<file path="config.mk">
export PLATFORM = sky130hd
export DESIGN_NAME = fpu_lane_sequencer
export DESIGN_NICKNAME = d
export VERILOG_FILES = /design/src/rtl/fpu_lane_sequencer.sv
export SDC_FILE = /design/constraint.sdc
export NUM_CORES = 1
export LEC_CHECK = 0
export BUFFER_PORTS_ARGS = -buffer_cell sky130_fd_sc_hd__buf_4
export CAP_MARGIN = 5
export CORE_MARGIN = 2
export CORE_UTILIZATION = 38
export DETAILED_ROUTE_END_ITERATION = 10
export PLACE_DENSITY = 0.64
export SLEW_MARGIN = 20
export SYNTH_ARGS = -nofsm -noshare
export SYNTH_HDL_FRONTEND = slang
export SYNTH_SLANG_ARGS = --single-unit
</file>
<file path="constraint.sdc">
create_clock -name clk -period 4 [get_ports clk]
set_clock_uncertainty 0.2 [all_clocks]
set_input_delay 0.6 -clock clk [delete_from_list [all_inputs] [get_ports clk]]
set_output_delay 0.6 -clock clk [all_outputs]
set_load 0.02 [all_outputs]
</file>
<file path="src/rtl/fpu_lane_sequencer.sv">
// fpu_lane_sequencer
// Dispatch stage in front of a single scalar FPU. It accepts one vector FP
// instruction, issues its active lanes one per cycle (lowest index first),
// collects the returned results and flags, and hands the assembled vector to
// writeback over a valid/ready handshake.
//
// Ports
//   clk, rst                      clock, synchronous active-high reset
//   in_valid / in_ready           instruction handshake (ready only while idle)
//   in_mode, in_operation         rounding mode and opcode, latched on accept
//   in_exec_mask                  per-lane enable
//   in_srcA, in_srcB              packed lane operands, lane i at [i*BIT_WIDTH +: BIT_WIDTH]
//   fpu_valid                     issue strobe to the scalar FPU
//   fpu_mode, fpu_operation       latched mode/opcode
//   fpu_inputA, fpu_inputB        operands of the lane being issued (0 when idle)
//   fpu_result, fpu_exception     FPU return path, valid FPU_LATENCY cycles after issue
//   out_valid / out_ready         result handshake
//   out_result                    assembled results, inactive lanes read 0
//   out_exception                 OR of flags over active lanes
//   out_exec_mask                 latched lane mask
module fpu_lane_sequencer #(
    parameter int BIT_WIDTH   = 32,
    parameter int LANES       = 4,
    parameter int FPU_LATENCY = 1
) (
    input  logic                       clk,
    input  logic                       rst,
    input  logic                       in_valid,
    output logic                       in_ready,
    input  logic [2:0]                 in_mode,
    input  logic [1:0]                 in_operation,
    input  logic [LANES-1:0]           in_exec_mask,
    input  logic [LANES*BIT_WIDTH-1:0] in_srcA,
    input  logic [LANES*BIT_WIDTH-1:0] in_srcB,
    output logic                       fpu_valid,
    output logic [2:0]                 fpu_mode,
    output logic [1:0]                 fpu_operation,
    output logic [BIT_WIDTH-1:0]       fpu_inputA,
    output logic [BIT_WIDTH-1:0]       fpu_inputB,
    input  logic [BIT_WIDTH-1:0]       fpu_result,
    input  logic [4:0]                 fpu_exception,
    output logic                       out_valid,
    input  logic                       out_ready,
    output logic [LANES*BIT_WIDTH-1:0] out_result,
    output logic [4:0]                 out_exception,
    output logic [LANES-1:0]           out_exec_mask
);

    localparam int IDX_W = (LANES > 1) ? $clog2(LANES) : 1;

    localparam logic [1:0] ST_IDLE  = 2'd0;
    localparam logic [1:0] ST_ISSUE = 2'd1;
    localparam logic [1:0] ST_DRAIN = 2'd2;
    localparam logic [1:0] ST_DONE  = 2'd3;

    // Index of the lowest set bit (0 when the mask is empty).
    function automatic logic [IDX_W-1:0] lowest_lane(input logic [LANES-1:0] m);
        logic [IDX_W-1:0] idx;
        idx = '0;
        for (int i = LANES - 1; i >= 0; i--) begin
            if (m[i]) idx = IDX_W'(i);
        end
        return idx;
    endfunction

    // One-hot lane bit for a lane index.
    function automatic logic [LANES-1:0] lane_bit(input logic [IDX_W-1:0] idx);
        logic [LANES-1:0] b;
        b = '0;
        b[idx] = 1'b1;
        return b;
    endfunction

    logic [1:0]                        state_r;
    logic                              in_ready_r;
    logic                              out_valid_r;
    logic                              fpu_valid_r;
    logic [BIT_WIDTH-1:0]              fpu_a_r;
    logic [BIT_WIDTH-1:0]              fpu_b_r;
    logic [2:0]                        mode_r;
    logic [1:0]                        op_r;
    logic [LANES-1:0]                  mask_r;
    logic [LANES*BIT_WIDTH-1:0]        src_a_r;
    logic [LANES*BIT_WIDTH-1:0]        src_b_r;
    logic [LANES*BIT_WIDTH-1:0]        result_r;
    logic [4:0]                        exc_r;
    // Lanes still waiting to be issued after the one currently on the FPU port.
    logic [LANES-1:0]                  rem_r;
    logic [IDX_W-1:0]                  issue_lane_r;
    // Lane-tag pipeline that tracks in-flight FPU operations.
    logic [FPU_LATENCY-1:0]            tag_vld_r;
    logic [FPU_LATENCY-1:0][IDX_W-1:0] tag_r;

    logic [IDX_W-1:0]                  first_lane_s;
    logic [IDX_W-1:0]                  next_lane_s;
    logic                              drain_done_s;

    // Next-lane selection and end-of-drain detection.
    always_comb begin
        first_lane_s = lowest_lane(in_exec_mask);
        next_lane_s  = lowest_lane(rem_r);
        // The last result is on the FPU port once every stage but the output one is empty.
        drain_done_s = 1'b1;
        for (int i = 0; i < FPU_LATENCY - 1; i++) begin
            if (tag_vld_r[i]) drain_done_s = 1'b0;
            else              drain_done_s = drain_done_s;
        end
    end

    // Sequencer state, issue port, tag pipeline and result capture.
    always_ff @(posedge clk) begin
        if (rst) begin
            state_r      <= ST_IDLE;
            in_ready_r   <= 1'b1;
            out_valid_r  <= 1'b0;
            fpu_valid_r  <= 1'b0;
            fpu_a_r      <= '0;
            fpu_b_r      <= '0;
            mode_r       <= 3'd0;
            op_r         <= 2'd0;
            mask_r       <= '0;
            src_a_r      <= '0;
            src_b_r      <= '0;
            result_r     <= '0;
            exc_r        <= 5'd0;
            rem_r        <= '0;
            issue_lane_r <= '0;
            tag_vld_r    <= '0;
            tag_r        <= '0;
        end else begin
            tag_vld_r[0] <= (state_r == ST_ISSUE) && fpu_valid_r;
            tag_r[0]     <= issue_lane_r;
            for (int i = FPU_LATENCY - 1; i > 0; i--) begin
                tag_vld_r[i] <= tag_vld_r[i-1];
                tag_r[i]     <= tag_r[i-1];
            end

            if (((state_r == ST_ISSUE) || (state_r == ST_DRAIN)) && tag_vld_r[FPU_LATENCY-1]) begin
                result_r[tag_r[FPU_LATENCY-1]*BIT_WIDTH +: BIT_WIDTH] <= fpu_result;
                exc_r <= exc_r | fpu_exception;
            end

            case (state_r)
                ST_IDLE: begin
                    if (in_valid) begin
                        mode_r     <= in_mode;
                        op_r       <= in_operation;
                        mask_r     <= in_exec_mask;
                        src_a_r    <= in_srcA;
                        src_b_r    <= in_srcB;
                        result_r   <= '0;
                        exc_r      <= 5'd0;
                        in_ready_r <= 1'b0;
                        if (in_exec_mask != '0) begin
                            // First lane goes out on the very next cycle, straight from the inputs.
                            state_r      <= ST_ISSUE;
                            fpu_valid_r  <= 1'b1;
                            fpu_a_r      <= in_srcA[first_lane_s*BIT_WIDTH +: BIT_WIDTH];
                            fpu_b_r      <= in_srcB[first_lane_s*BIT_WIDTH +: BIT_WIDTH];
                            issue_lane_r <= first_lane_s;
                            rem_r        <= in_exec_mask & ~lane_bit(first_lane_s);
                        end else begin
                            state_r     <= ST_DONE;
                            out_valid_r <= 1'b1;
                        end
                    end
                end
                ST_ISSUE: begin
                    if (rem_r != '0) begin
                        fpu_a_r      <= src_a_r[next_lane_s*BIT_WIDTH +: BIT_WIDTH];
                        fpu_b_r      <= src_b_r[next_lane_s*BIT_WIDTH +: BIT_WIDTH];
                        issue_lane_r <= next_lane_s;
                        rem_r        <= rem_r & ~lane_bit(next_lane_s);
                    end else begin
                        state_r     <= ST_DRAIN;
                        fpu_valid_r <= 1'b0;
                        fpu_a_r     <= '0;
                        fpu_b_r     <= '0;
                    end
                end
                ST_DRAIN: begin
                    if (drain_done_s) begin
                        state_r     <= ST_DONE;
                        out_valid_r <= 1'b1;
                    end
                end
                ST_DONE: begin
                    if (out_ready) begin
                        state_r     <= ST_IDLE;
                        out_valid_r <= 1'b0;
                        in_ready_r  <= 1'b1;
                    end
                end
                default: begin
                    state_r     <= ST_IDLE;
                    in_ready_r  <= 1'b1;
                    out_valid_r <= 1'b0;
                    fpu_valid_r <= 1'b0;
                    fpu_a_r     <= '0;
                    fpu_b_r     <= '0;
                end
            endcase
        end
    end

    assign in_ready      = in_ready_r;
    assign fpu_valid     = fpu_valid_r;
    assign fpu_mode      = mode_r;
    assign fpu_operation = op_r;
    assign fpu_inputA    = fpu_a_r;
    assign fpu_inputB    = fpu_b_r;
    assign out_valid     = out_valid_r;
    assign out_result    = result_r;
    assign out_exception = exc_r;
    assign out_exec_mask = mask_r;

endmodule
</file>
==> flow_summary.toml, run 1 <==
[grt]
grt_pass1_vias = 19540
overflow = 0
grt_usage_pct = 27.25
grt_pass1_wl_um = 115100
grt_max_degree = 141
antenna_found_initial = 13

[route]
wl_met3_um = 7592
met2_length_um = 36050
drcViolationCount = 0
drt-vias-per-instance = 5.741
highest_layer = "met5"
ant_nets = 0
routed_wl_um = 77350
wl_per_cell_um = 21.64
vias = 20530
drt-initial-drc-count = 1745
first_pass_iters = 6
wl_met1_um = 30960

[timing]
period_needed_ns = 2.996
max_freq_mhz = 333.8
finalSetupTns_ns = 0
setup_viol = 0
min_period_over_period_pct = 74.89
tightest_slew_ns = 1.110
relSlewSlack_pct = 25.91
drv_slew = 0
hold_viol_final = 0
rsz0062_at_grt = "false"

[run]
maxCapViolCount = 0

[synth]
synth_area_leader_cell = "dfxtp_1"
synth_area_leaders = "dfxtp_1 (48%), nand2_1 (11%), a21oi_1 (8.3%), a22oi_1 (4.8%), o22ai_1 (3.9%)"
synth_area_mm2 = 0.01986
synth_cell_types = 55
synthFlopType = "dfxtp_1"
synth-edff-count = 0
synth-seq-cells = 476
synthCells = 2473
ys_warn_count = 0
postSynth.asyncResetShare_pct = 0
avgSynthCellArea_um2 = 8.029
synth.yosys.seq_area_share_pct = 47.99
synth_top_area_share_pct = 47.99
syn-num-nets = 2788

[place]
place_area_mm2 = 0.02407
placed_cells = 3474
gp_congestion = 0.8590
portBuffers = 514
dp_hpwl_um = 50310

[outcome]
outcome = "completed"

[cts]
clk-insertion-delay-late_ns = 0.61
clk_pin_slew_ns = 0.06
postCtsResizedCells = 0
cts.path.max_buffers = 3
root_buffer = "clkbuf_16"
cts_sinks = 476
numCtsBuffers = 52
htreeDepth = 2
cts_tree = "built"

[final_layout]
fin_cells = 3575
final_util_pct = 50.14
drive_above_1_share_pct = 23.58
area_growth_syn_to_layout_pct = 30.07
fin_nets = 3164
design_area_mm2 = 0.02582

[floorplanning]
core_area_mm2 = 0.05151
fp.dieH_um = 232.6
die_width_um = 232.6
dieArea_mm2 = 0.05410
rows = 83
io_pins = 515
initial_core_util_pct = 38.55

[critical_path]
cp_max_fo = 25
crit_type = "register to register"
cp.arrival_ns = 3.32
crit_required_ns = 4.32
r2r_cells = 8
rr_endpoint = "fpu_inputB[16]"
reg2reg_from = "state_r[1]"
cp-end-kind = "register"
critPathLaunchType = "register"
reg2reg_slack_ns = 1.00

[power_and_ir_drop]
ir_worst_vdd_uv = 455.8
leakage_nw = 10.05
p_per_area_mw_per_mm2 = 625.0
total_power_mw = 16.14

[min_path]
min_to = "out_exception[2]"
holdPathStages = 3
hold_start = "fpu_exception[2]"
hold_class = "input port to register"
==> logic make-up after synthesis <==
group / count (synthesis) / synth area share (%)
AOI/OAI and AO/OA: 919 / 28.26
and+or+nand+nor: 800 / 16.19
DFF: 476 / 47.99
buffers and inverters: 255 / 5.470
muxes: 14 / 1.525
adders and majority gates: 9 / 0.5672
==> worst max-delay path by stage <==
stage | slack [ns] | end | from
6_report | 1.00 | fpu_inputB[16] | state_r[1]
5_1_grt | 0.80 | issue_lane_r[0] | state_r[1]
4_1_cts | 1.02 | issue_lane_r[1] | state_r[0]
3_5_place_dp | 1.00 | issue_lane_r[1] | state_r[0]
3_3_place_gp | 1.13 | issue_lane_r[0] | state_r[0]
2_1_floorplan | 1.95 | out_result[66] | state_r[0]
==> cell type report <==
class,instances,area (um2)
fill,5000,25680
inverter,20,75.07
clock buffer,75,1498
antenna,7,17.52
timing repair buffer,557,4303
clock inverter,18,229.0
tap,680,850.8
multi-input combinational,1742,9323
sequential,476,9529
==> what timing repair did <==
item	CTS	global route
hold endpoints to repair	1	0
hold buffers	1	0
buffers inserted	0	0
==> synth_stat cells, types with 3 or more instances <==
master    number
o211ai_1      21
a31oi_1       49
nor2b_1        7
nand2b_1       5
inv_1         16
and2_1         3
a22oi_1      128
ha_1           9
nor3b_1        8
dfxtp_1      476
mux4_2        13
a21oi_1      330
clkbuf_1     140
o21ai_1       28
nand3_1       10
nor2_2         3
o221ai_1      41
a21o_1        38
nor2_1       173
o21ai_0      115
nand2_1      572
buf_4          6
buf_1         14
a211oi_1      10
buf_2         73
a221oi_1      17
a32oi_1        4
o22ai_1      125
==> sequential cells by signal (all words and copies together) (netlist names), 3 cells and up <==
| register | count |
|---|---|
| out_exec_mask | 4 |
| fpu_mode | 3 |
| fpu_inputB | 32 |
| fpu_inputA | 32 |
| out_exception | 5 |
| rem_r | 4 |
| out_result | 128 |
| src_a_r | 128 |
| src_b_r | 128 |
==> routing by layer <==
| layer | vias to the layer above | track usage, % |
|---|---|---|
| met1 | 9882 | 33.60 |
| met2 | 949 | 44.72 |
| met3 | 159 | 8.260 |
| met5 | - | 0 |
| li1 | 9523 | - |
| met4 | 12 | 10.17 |
==> report_power, final <==
group          switching [mW]  leakage, nW  total (mW)  internal (mW)
logic                    3.43         5.32        5.18           1.75
clock network            2.02        0.848        4.88           2.86
registers               0.506         3.88        6.08           5.58
total                    5.95         10.1        16.1           10.2
==> worst max-delay path: stages, from the launching register on <==
cell and delay, ns:
dfxtp_1 0.33, inv_1 0.10, ha_2 0.56, inv_2 0.37, nor2_4 0.51, buf_12 0.27
o221ai_1 0.16, a21o_1 0.22, a31oi_1 0.16
==> cell usage in the layout, fill, tap and decap left out, drive strengths merged, types with 13 or more instances in the layout <==
cell type,count
a21o,38
a21oi,330
a221oi,17
a22oi,128
a31oi,49
buf,555
clkbuf,76
dfxtp,476
inv,22
mux4,13
nand2,573
nor2,177
o211ai,21
o21ai,143
o221ai,41
o22ai,125
==> stage by stage <==
step                hold WS, ns  setup slack [ns]
finish                  0.03274             1.004
floorplan                0.2315             1.950
global route            0.01291            0.8026
global placement         0.2390             1.135
detailed placement       0.2432             1.005
CTS                    0.003503             1.021
No activity file was read; power rests on OpenSTA's default activity.
==> inputs of run 2 (changes only) <==
Settings changed: ABC_AREA set to 1, PLACE_DENSITY 0.64 to 0.63.
Clock period 4 ns to 2.95 ns, I/O delays scaled along.
==> run 2 against run 1 <==
  * Non-clock buffer count rose by 314
  * First-iteration DRC count rose by 15%
  * Global-route usage rose by 0.60 points
  * Die area rose by 12%
  * Synthesized cell count rose by 33%
  * Clock-buffer cell count rose by 9
  * Combinational power rose by 83%
  * Sequential share of layout area fell by 6.7 points
==> flow_summary.toml, run 2 <==
[critical_path]
cp_slowest_stage_delay_ns = 0.56
rr_endpoint = "rem_r[1]"
crit_required_ns = 3.21
critPathLaunchType = "input port"
r2r_cells = 10
reg2reg_slack_ns = 0.29
critPathTopFamily = "buffers and inverters"
cp-startpoint = "in_exec_mask[1]"
cp_num_buf_inv = 4
reg2reg_from = "state_r[0]"
critPathSlowestCell = "dlygate4sd3_1"
crit_type = "input port to register"
crit_cells = 9
crit_path_end = "rem_r[1]"
cp_max_fo = 15
cp-end-kind = "register"
cp.arrival_ns = 2.93
cpMostUsedCell = "nand3_1"
crit_chain = "dlygate4sd3_1 > buf_4 > nor2_2 > nand3_1 > nand3_1 > clkinvlp_4 > nand3_1 > dlygate4sd3_1 > a21oi_1"

[synth]
synth_top_area_share_pct = 42.68
synth-seq-cells = 476
synth-edff-count = 0
avgSynthCellArea_um2 = 6.767
synth_cell_types = 29
synth.yosys.seq_area_share_pct = 42.68
netlist_top_cells_count = "nand3_1 (696), nand2_1 (615), dfxtp_1 (476)"
synth_most_common_cell = "nand3_1"
synth_area_leader_cell = "dfxtp_1"
synth_area_mm2 = 0.02233
ys_warn_count = 0
synth_area_leaders = "dfxtp_1 (43%), nand3_1 (16%), nand2_1 (10%), a21oi_1 (8.0%), o21ai_0 (6.1%)"
syn-num-nets = 3614
postSynth.asyncResetShare_pct = 0
synthCells = 3299
synthFlopType = "dfxtp_1"

[cts]
cts.path.max_buffers = 3
clk_pin_slew_ns = 0.06
cts_tree = "built"
htreeDepth = 2
post_cts_buffers = 0
clk-insertion-delay-late_ns = 0.61
root_buffer = "clkbuf_16"
numCtsBuffers = 54
cts_sinks = 476

[grt]
grt_pass1_vias = 23790
grt_pass1_wl_um = 134100
overflow = 0
antenna_found_initial = 10
grt_max_degree = 170
grt_usage_pct = 27.86

[route]
first_pass_iters = 6
routed_wl_um = 87970
drt-initial-drc-count = 2001
drcViolationCount = 0
vias = 24980
wl_per_cell_um = 18.46
drt-vias-per-instance = 5.244
ant_nets = 0

[final_layout]
final_util_pct = 54.50
fin_nets = 4265
area_growth_syn_to_layout_pct = 41.38
final_cell_mix = "nand3_1 (696), nand2_1 (609), buf_4 (542), dfxtp_1 (475), a21oi_1 (359)"
drive_above_1_share_pct = 17.25
fin_cells = 4764
design_area_mm2 = 0.03156
mostFrequentLayoutCell = "nand3_1"
fill_cells = 5579

[run]
maxCapViolCount = 0

[timing]
min_period_over_period_pct = 90.56
max_freq_mhz = 374.3
finalSetupTns_ns = 0
relSlewSlack_pct = 47.82
setup_viol = 0
drv_slew = 0
hold_viol_final = 0
tightest_slew_ns = 0.7826
period_needed_ns = 2.672
rsz0062_at_grt = "false"

[floorplanning]
io_pins = 515
fp.dieH_um = 246.4
initial_core_util_pct = 38.55
die_width_um = 246.4
core_area_mm2 = 0.05792
dieArea_mm2 = 0.06071
rows = 88

[place]
dp_hpwl_um = 51660
gp_congestion = 0.8066
placed_cells = 4357
portBuffers = 514
place_area_mm2 = 0.02673

[power_and_ir_drop]
leakage_nw = 14.65
total_power_mw = 24.92
p_per_area_mw_per_mm2 = 789.5
ir_worst_vdd_uv = 921.5

[outcome]
outcome = "completed"

[min_path]
hold_class = "input port to register"
## run 2: cell count changes in the layout (fill, tap and decap cells not counted), sizes merged, moves of 41 or more
cell / before / now
o22ai: 125 / 0
nand3: 10 / 697
nand2: 573 / 617
o21ai: 143 / 275
dlygate4sd3: 1 / 302
a22oi: 128 / 42
inv: 22 / 358
a31oi: 49 / 0
o221ai: 41 / 0
## run 2: area by class of cell
type	instances	area (um2)	area share [%]
Tap cell	765	957.2	3.032
Clock inverter	17	170.2	0.5391
Inverter	358	1368	4.333
Antenna cell	4	10.01	0.03171
Multi-Input combinational cell	2189	10270	32.54
Clock buffer	84	1625	5.149
Timing Repair Buffer	871	7632	24.18
Sequential cell	476	9530	30.19
## run 2: cell families after synthesis
family | synth area share [%]
flops | 42.68
fa+ha+maj | 0.5044
simple gates | 29.36
buf+inv | 11.62
compound gates | 15.83
## run 2: stage by stage
step | setup slack, ns | hold WS (ns)
3_5_place_dp | 0.6665 | 0.2068
5_1_grt | 0.1276 | 0.1323
3_3_place_gp | 0.6881 | 0.2029
6_report | 0.2783 | 0.08908
2_1_floorplan | 1.028 | 0.1997
4_1_cts | 0.1625 | 0.04407
## run 2: worst min path at each step
stage                    start  endpoint  cells past startpoint  slack [ns]
2_1_floorplan  issue_lane_r[1]  tag_r[1]                      2        0.20
3_3_place_gp   issue_lane_r[1]  tag_r[1]                      2        0.20
3_5_place_dp   issue_lane_r[1]  tag_r[1]                      2        0.21
4_1_cts              out_ready  in_ready                      6        0.04
5_1_grt              out_ready  in_ready                      6        0.13
6_report             out_ready  in_ready                      6        0.09
## run 2: layer usage
metal  global-route usage [%]  up-vias  share of wire [%]
met5                        0        -               0.13
met4                    11.64       18                3.9
met3                    5.556      220                8.6
met2                    45.13     1118                 46
met1                    36.07    11520                 42
li1                         -    12110                  -
## run 2: repair_timing
| action | CTS | global route |
|---|---|---|
| endpoints found under the hold margin | 383 | 0 |
| resized for setup | 0 | 1 |
| endpoints found under the setup margin | 0 | 1 |
| hold buffers | 302 | 0 |
## run 2: power by group
group          switching (mW)  internal, mW  total (mW)
combinational            6.13          3.33        9.47
sequential              0.704          7.90        8.60
clock                    2.81          4.04        6.85
## run 2: worst min-delay path, cell delays in order
cell and delay (ns):
buf_4 0.11, inv_1 0.05, nand2_1 0.08, nand2_1 0.07, a21oi_1 0.06, nand2_1 0.05
